### config.mk
export PLATFORM = sky130hd
export DESIGN_NAME = crc_frame_ctrl
export DESIGN_NICKNAME = d
export VERILOG_FILES = /design/src/rtl/crc_pkg.sv /design/src/rtl/crc16_byte.sv /design/src/rtl/crc_frame_ctrl.sv
export SDC_FILE = /design/constraint.sdc
export NUM_CORES = 1
export LEC_CHECK = 0
export ABC_AREA = 1
export BUFFER_PORTS_ARGS = -buffer_cell sky130_fd_sc_hd__buf_2
export CAP_MARGIN = 10
export CORE_UTILIZATION = 40
export DETAILED_ROUTE_END_ITERATION = 6
export GPL_TIMING_DRIVEN = 0
export PLACE_DENSITY = 0.69
export SETUP_SLACK_MARGIN = 0.2
export SYNTH_ARGS = -nofsm -noshare
export SYNTH_HDL_FRONTEND = slang
export SYNTH_SLANG_ARGS = --single-unit
### constraint.sdc
create_clock -name clk50m -period 1.2 [get_ports clk50m]
set_input_delay 0.06 -clock clk50m [delete_from_list [all_inputs] [get_ports clk50m]]
set_output_delay 0.06 -clock clk50m [all_outputs]
set_load 0.01 [all_outputs]
### src/rtl/crc_pkg.sv
// Shared definitions for the CRC check path: frame sequencer states,
// CRC-16/CCITT-FALSE polynomial and the default register seed.
package crc_pkg;

  typedef enum logic [2:0] {
    StIdle,
    StData,
    StHashHi,
    StHashLo,
    StCheck
  } crc_frm_state_t;

  localparam logic [15:0] CRC16_POLY = 16'h1021;
  localparam logic [15:0] CRC16_INIT = 16'hFFFF;

endpackage

### src/rtl/crc16_byte.sv
// Combinational CRC-16 byte step (poly 0x1021, MSB-first, no reflection).
// Ports:
//   crc_i  - current CRC register value
//   data_i - byte to fold in, bit 7 first
//   crc_o  - CRC after folding in data_i
module crc16_byte
  import crc_pkg::*;
(
  input  logic [15:0] crc_i,
  input  logic [7:0]  data_i,
  output logic [15:0] crc_o
);

  logic [15:0] crc_tmp;

  always_comb begin
    crc_tmp = crc_i;
    for (int i = 7; i >= 0; i--) begin
      if (crc_tmp[15] ^ data_i[i]) begin
        crc_tmp = {crc_tmp[14:0], 1'b0} ^ CRC16_POLY;
      end else begin
        crc_tmp = {crc_tmp[14:0], 1'b0};
      end
    end
    crc_o = crc_tmp;
  end

endmodule

### src/rtl/crc_frame_ctrl.sv
// Frame sequencer for the CRC check path. Takes a start command with a
// payload length, then payload bytes and a 16-bit trailing hash over a
// valid/ready byte stream, and presents the computed CRC and received hash
// with a one-cycle crc_rdy strobe. A stall watchdog aborts stuck frames.
// Ports:
//   clk50m, rst_n        - clock, asynchronous active-low reset
//   frm_start, frm_len   - start command and payload length (IDLE only)
//   din, din_valid       - stream byte and its valid
//   din_ready            - byte accepted this cycle when din_valid is high
//   busy                 - frame in progress
//   crc_calc, crc_hash   - computed CRC and received hash
//   crc_rdy              - one-cycle result strobe
//   err_tmo              - one-cycle watchdog abort strobe
module crc_frame_ctrl
  import crc_pkg::*;
#(
  parameter int unsigned TIMEOUT_CYC = 1000,
  parameter logic [15:0] CRC_INIT    = CRC16_INIT
) (
  input  logic        clk50m,
  input  logic        rst_n,
  input  logic        frm_start,
  input  logic [7:0]  frm_len,
  input  logic [7:0]  din,
  input  logic        din_valid,
  output logic        din_ready,
  output logic        busy,
  output logic [15:0] crc_calc,
  output logic [15:0] crc_hash,
  output logic        crc_rdy,
  output logic        err_tmo
);

  localparam int unsigned WdogW = (TIMEOUT_CYC < 2) ? 1 : $clog2(TIMEOUT_CYC + 1);
  localparam logic [WdogW-1:0] WdogLast = WdogW'(TIMEOUT_CYC - 1);
  localparam logic [WdogW-1:0] WdogOne  = WdogW'(1);

  crc_frm_state_t   state_q, state_d;
  logic [7:0]       len_q, len_d;
  logic [WdogW-1:0] wdog_q, wdog_d;
  logic [15:0]      crc_q, crc_d;
  logic [15:0]      hash_q, hash_d;
  logic [15:0]      crc_next;
  logic             accept;

  crc16_byte u_crc16_byte (
    .crc_i  (crc_q),
    .data_i (din),
    .crc_o  (crc_next)
  );

  assign accept   = din_valid && din_ready;
  assign crc_calc = crc_q;
  assign crc_hash = hash_q;

  always_comb begin
    state_d   = state_q;
    len_d     = len_q;
    wdog_d    = wdog_q;
    crc_d     = crc_q;
    hash_d    = hash_q;
    din_ready = 1'b0;
    busy      = 1'b1;
    crc_rdy   = 1'b0;
    err_tmo   = 1'b0;

    unique case (state_q)
      StIdle: begin
        busy   = 1'b0;
        wdog_d = '0;
        if (frm_start) begin
          len_d   = frm_len;
          crc_d   = CRC_INIT;
          hash_d  = '0;
          state_d = (frm_len != 8'd0) ? StData : StHashHi;
        end
      end
      StData: begin
        din_ready = 1'b1;
        if (accept) begin
          crc_d = crc_next;
          len_d = len_q - 8'd1;
          if (len_q == 8'd1) begin
            state_d = StHashHi;
          end
        end
      end
      StHashHi: begin
        din_ready = 1'b1;
        if (accept) begin
          hash_d[15:8] = din;
          state_d      = StHashLo;
        end
      end
      StHashLo: begin
        din_ready = 1'b1;
        if (accept) begin
          hash_d[7:0] = din;
          state_d     = StCheck;
        end
      end
      StCheck: begin
        crc_rdy = 1'b1;
        state_d = StIdle;
      end
      default: begin
        state_d = StIdle;
      end
    endcase

    // Watchdog runs only while bytes are expected; an acceptance in the
    // limit cycle wins over the abort.
    if (din_ready) begin
      if (accept) begin
        wdog_d = '0;
      end else if (wdog_q == WdogLast) begin
        err_tmo = 1'b1;
        wdog_d  = '0;
        len_d   = '0;
        state_d = StIdle;
      end else begin
        wdog_d = wdog_q + WdogOne;
      end
    end
  end

  always_ff @(posedge clk50m or negedge rst_n) begin
    if (!rst_n) begin
      state_q <= StIdle;
      len_q   <= '0;
      wdog_q  <= '0;
      crc_q   <= CRC_INIT;
      hash_q  <= '0;
    end else begin
      state_q <= state_d;
      len_q   <= len_d;
      wdog_q  <= wdog_d;
      crc_q   <= crc_d;
      hash_q  <= hash_d;
    end
  end

endmodule

# --- Yosys cells after proc, flatten, opt, wreduce, memory -nomap -nowiden ---
# Cells that the tools add are included.
classes:
  addsub: 2
  eq_ne: 10
  mux: 41
  n_bitwise: 16
  n_reduce_logical: 11
ops:
  columns: ["op", "n"]
  rows:
  - ["$mux W13", 8]
  - ["$mux W16", 3]
  - ["$mux W8", 6]
  - ["$pmux W8 S2", 3]
  - ["$mux W10", 4]
  - ["$pmux W16 S2", 1]
  - ["$mux W3", 8]
  - ["$not A3 Y3", 8]
  - ["$pmux W3 S4", 1]
  - ["$add A10 B1 Y10 const B", 1]
  - ["$eq A10 B10 Y1 const B", 1]
  - ["$reduce_and A3 Y1", 3]
  - ["$eq A8 B1 Y1 const B", 1]
  - ["$ne A2 B2 Y1 const B", 4]
  - ["$reduce_bool A2 Y1", 4]
  - ["$reduce_bool A8 Y1", 1]
  - ["$sub A8 B1 Y8 const B", 1]
  - ["$xor A1 B1 Y1", 8]
  - ["$eq A3 B2 Y1 const B", 2]
  - ["$mux W1", 6]
  - ["$eq A3 B1 Y1 const B", 1]
  - ["$eq A3 B3 Y1 const B", 1]
  - ["$logic_not A3 Y1", 1]
  - ["$reduce_or A3 Y1", 1]
  - ["2 further kinds", 2]
word_totals:
  ff_bits: 53
  in_bits: 20
  output_inout_bits: 36
  elab_cells: 86

# --- Depth between registers and ports, before layout ---
depth:
  word_depth: 18
  mapped_depth: 9

# --- Hierarchy ---
# From an unflattened synthesis, not the netlist that was laid out.
unflattened:
  hier_cells: 471
  area_unflattened_um2: 3211.8
modules_own_cells:
  columns: ["module", "n_inst", "cells_per_inst", "area_each_um2", "seq_area_each_um2"]
  rows:
  - ["crc_frame_ctrl", 1, 363, 2741.4, 1346.3]
  - ["crc16_byte", 1, 108, 470.5, 0.0]

# --- Least setup slack after synthesis ---
# Ideal clock, no wire load.
synth_timing:
  kind: "register to register"
  startpoint: "register state_q[2]"
  endpoint: "register len_q[5]"
  setup_ps: 78
  arrival_ps: 1251
  t_required_ps: 1122
  path_slack_ps: -129
  path_stages_with_launch: 9
  n_path_buf: 1
  period_less_slack_ps: 1329
  cell_sequence: "dfrtp_1 -> buf_2 -> nor2_4 -> nand2_1 -> nor2_2 -> nand2_1 -> o21ai_0 -> inv_1 -> a21oi_1"
synth_via:
  elab_chain_len: 9
synth_lines:
  columns: ["item", "line_no", "source"]
  rows:
  - ["start: declaration", "crc_frame_ctrl.sv:38", "crc_frm_state_t state_q, state_d;"]
  - ["start signal: assignment", "crc_frame_ctrl.sv:129", "state_q <= StIdle;"]
  - ["start signal: assignment", "crc_frame_ctrl.sv:135", "state_q <= state_d;"]
  - ["$eq A3 B2 Y1 or $eq A3 B1 Y1 (tied branches)", "crc_frame_ctrl.sv:67", "unique case (state_q)"]
  - ["$reduce_or A3 Y1 (no source line)", null, null]
  - ["$mux W1", "crc_frame_ctrl.sv:67", null]
  - ["$logic_and A1 B1 Y1", "crc_frame_ctrl.sv:52", "assign accept = din_valid && din_ready;"]
  - ["$mux W8", "crc_frame_ctrl.sv:80", "if (accept) begin"]
  - ["$pmux W8 S2", "crc_frame_ctrl.sv:67", null]
  - ["$mux W8", "crc_frame_ctrl.sv:116", "end else if (wdog_q == WdogLast) begin"]
  - ["$mux W8", "crc_frame_ctrl.sv:114", "if (accept) begin"]
  - ["$mux W8 *", "crc_frame_ctrl.sv:113", "if (din_ready) begin"]
  - ["net len_d[5]", "crc_frame_ctrl.sv:39", "logic [7:0] len_q, len_d;"]
  - ["end signal: assignment", "crc_frame_ctrl.sv:136", "len_q <= len_d;"]
  - ["end: declaration", "crc_frame_ctrl.sv:39", null]
# Mark *: on every way through the listed nets, which the timed path passes. The rest lies on a longest branch.
# A chain may end at the register's enable or synchronous reset.

# --- Worst setup path in the final report ---
layout_timing:
  startpoint: "register state_q[2]"
  endpoint: "register state_q[1]"
layout_via:
  elab_chain_len: 9
layout_lines:
  columns: ["item", "line_no"]
  rows:
  - ["$eq A3 B2 Y1 or $eq A3 B1 Y1 (tied branches)", "crc_frame_ctrl.sv:67"]
  - ["$reduce_or A3 Y1 (no source line)", null]
  - ["$mux W1", "crc_frame_ctrl.sv:67"]
  - ["$logic_and A1 B1 Y1", "crc_frame_ctrl.sv:52"]
  - ["$mux W3, on equally long branches", "crc_frame_ctrl.sv:97, crc_frame_ctrl.sv:80, crc_frame_ctrl.sv:90"]
  - ["$pmux W3 S4", "crc_frame_ctrl.sv:67"]
  - ["$mux W3", "crc_frame_ctrl.sv:116"]
  - ["$mux W3", "crc_frame_ctrl.sv:114"]
  - ["$mux W3 *", "crc_frame_ctrl.sv:113"]
  - ["net state_d[1]", "crc_frame_ctrl.sv:38"]
# Marks and branches as above.

==> results.ini <==
[timing]
fin_crit_ns = 1.68
layout_setup_ws_ns = -0.477
slew_headroom = 0.631
final-hold-violation-count = 0
rsz0062_at_grt = true
fmax_mhz = 596
final-setup-viol-count = 57
finalClockSkew_ns = 0.0103
period_share = 1.40
worst_pin_slew_ns = 0.553
finalSetupTns_ns = -16.39
hold_ws_ns = 0.0178
drv_slew = 0

[synth]
yosys.cell_count.top_type = nand2_1
ys.flop_type = dfrtp_1
synth_fp_nets = 431
synth_top_area_cell = dfrtp_1
muxShareOfSynthArea = 0
netlist_top_cells_count = nand2_1 (110), nor2_1 (62), nand3_1 (48)
synthArstFlopShare = 1.00
yosys.area_share.simple = 0.330
synth-warning-count = 0
syn_inst = 408
ys_top_cells_by_area = dfrtp_1 (31%), dfstp_2 (14%), nand2_1 (14%), nand3_1 (8.0%), nor2_1 (7.7%)
synth_compound_area_frac = 0.0919
synth_top_area_frac = 0.308
synth.avg_cell_area_sq_um = 7.38
syn_area_sq_mm = 0.00301
synth_edf_count = 0
synthAdderAreaFrac = 0.0125
seq_area_frac_synth = 0.447
ys_types = 29
ys_seq_elements = 53
synth_xor_area_frac = 0.0582
synth_top_family_by_area = simple AND/OR/NAND/NOR gates

[worst_setup_path]
slowest_stage = dfrtp_1
r2r-start = state_q[2]$_DFF_PN0_
path_class = reg -> reg
cp-start-kind = flip-flop
crit_chain = buf_6, buf_4, nor3_4, buf_4, nor2_1, nand2_1, nor2_1, nor2_1
rr_worst_depth = 8
cp_common_cell = nor2_1
max_stage_delay_ns = 0.44
regToRegEndpoint = state_q[1]$_DFF_PN0_
path_max_fanout = 10
critical_path_required_ns = 1.44
crit_arrival_ns = 1.92
crit_path_start = state_q[2]$_DFF_PN0_
end_kind = flip-flop
r2r_slack_ns = -0.48

[outcome]
status = complete, but fails checks
failed_checks = negative setup slack

[floorplanning]
ioPinCount = 56
rows = 31
die_h_um = 88.8
start_util = 0.415
die_area_sq_mm = 0.00788
core-area_sq_mm = 0.00725
fp.dieW_um = 88.8

[clocking]
cts_max_level = 2
clockRootBuffer = clkbuf_8
path_clk_slew_ns = 0.10
clockBufferDepth = 2
cts_made_buffers = 5
numClockSinks = 53
cts_tree = done
insertion_delay_ns = 0.32

[drt]
post-route-drc-count = 0
routed_wl_mm = 10.2
wl_per_cell_um = 16.0
vias_per_cell = 5.30
drt_iter0_markers = 221
first_pass_iters = 6
vias = 3393
postRouteAntennaNets = 0

[global_route]
globalRouteTotalUtil = 0.208
first_global_vias = 2797
antenna_found_initial = 0
grt_max_degree = 54
gr-total-overflow = 0
grt_pass1_wl_mm = 12.8

[finish]
n_antenna_cell = 0
area.growth.synth_to_final_pct = 61.0
layout.nets = 563
drive_above_1_share = 0.464
final_core_util = 0.668

[placed_design]
dp_hpwl_mm = 5.44
io_buffers = 53
gp_congestion = 0.876

[worst_hold_path]
hold_path.class = in -> reg
worst_hold_startpoint = din[0]
min_to = crc_hash[0]$_DFFE_PN0P_
hold_depth = 3

[job]
drv_cap = 0

[pwr]
leakage_uw = 0.00234
p_total_uw = 11000
ir_drop_mv = 1.26
power_density_mw_per_mm2 = 2270

-- final cells by class --
cell class | count | area (sq um)
inverter | 39 | 164
sequential | 53 | 1350
timing repair buffer | 124 | 1070
clock buffer | 5 | 68.8
timing repair inverter | 1 | 11.3
buffer | 7 | 67.6
clock inverter | 3 | 43.8
fill | 534 | 2410
multi-input combinational | 309 | 1950
tap | 99 | 124
-- placed cells by master (no fill, tap or decap), types with 4 or more instances in the layout --
cell type  instances
nand2_4            4
xnor2_1            7
clkbuf_8           5
dfrtp_1           35
buf_6             44
buf_2             34
dfstp_2           16
buf_4             44
nand2_2           15
nand2_1           92
nor2_2             8
nand3_2           12
nor2_1            44
o22ai_2            6
a21oi_2            6
xor2_1             8
inv_1             32
nand3_1           34
a21oi_1           14
o21ai_2            7
o21ai_0            6
nor2_4            16
o21ai_1            5
-- worst max-delay path, delay by kind of cell, from the launching register on --
kind	cells	cell delay, ns
flops	1	0.44
buf+inv	3	0.51
simple gates	5	0.65
-- worst max path at each step --
stage	endpoint	cells after the start
after global placement	state_q[0]$_DFF_PN0_	8
final	state_q[1]$_DFF_PN0_	8
after CTS	err_tmo	6
after detailed placement	state_q[0]$_DFF_PN0_	8
after floorplan	len_q[7]$_DFF_PN0_	7
after global routing	state_q[1]$_DFF_PN0_	8
-- metal layers --
layer	global-route usage	wire, um
met1	0.290	4160
met2	0.335	5080
met3	0.0326	623
met4	0.0601	355
met5	0	0
-- state kept, by name, summed over array words and instances (netlist names) --
name / cells
crc_hash: 16
state_q: 3
crc_calc: 16
len_q: 8
wdog_q: 10
-- where the power goes --
part / internal, uW / switching [uW]
clock: 627 / 651
sequential: 2530 / 681
combinational: 3200 / 3300
total: 6350 / 4630
-- kinds of logic after synthesis --
group / count (synthesis)
XOR/XNOR: 20
AND/OR/NAND/NOR: 235
flip-flops: 53
buffers and inverters: 46
adder cells (fa/ha/maj): 3
AO/OA/AOI/OAI: 51
-- what timing repair did --
action	4_1_cts	5_1_grt
gates resized for setup	34	118
cloned	0	4
hold endpoints to repair	0	30
setup buffers	33	33
setup endpoints to repair	73	73
pin swaps	12	32
hold buffers	0	1
-- stage by stage --
stage | worst slack (ns) | area, sq um | std cells
floorplan | -0.0565 | 3150 | 408
global placement | -0.307 | 3530 | 560
detailed placement | -0.301 | 3530 | 560
CTS | -0.304 | 4050 | 601
global route | -0.553 | 4850 | 640
finish | -0.477 | 4850 | 640
Note: power is estimated with default switching activity, not from simulation.
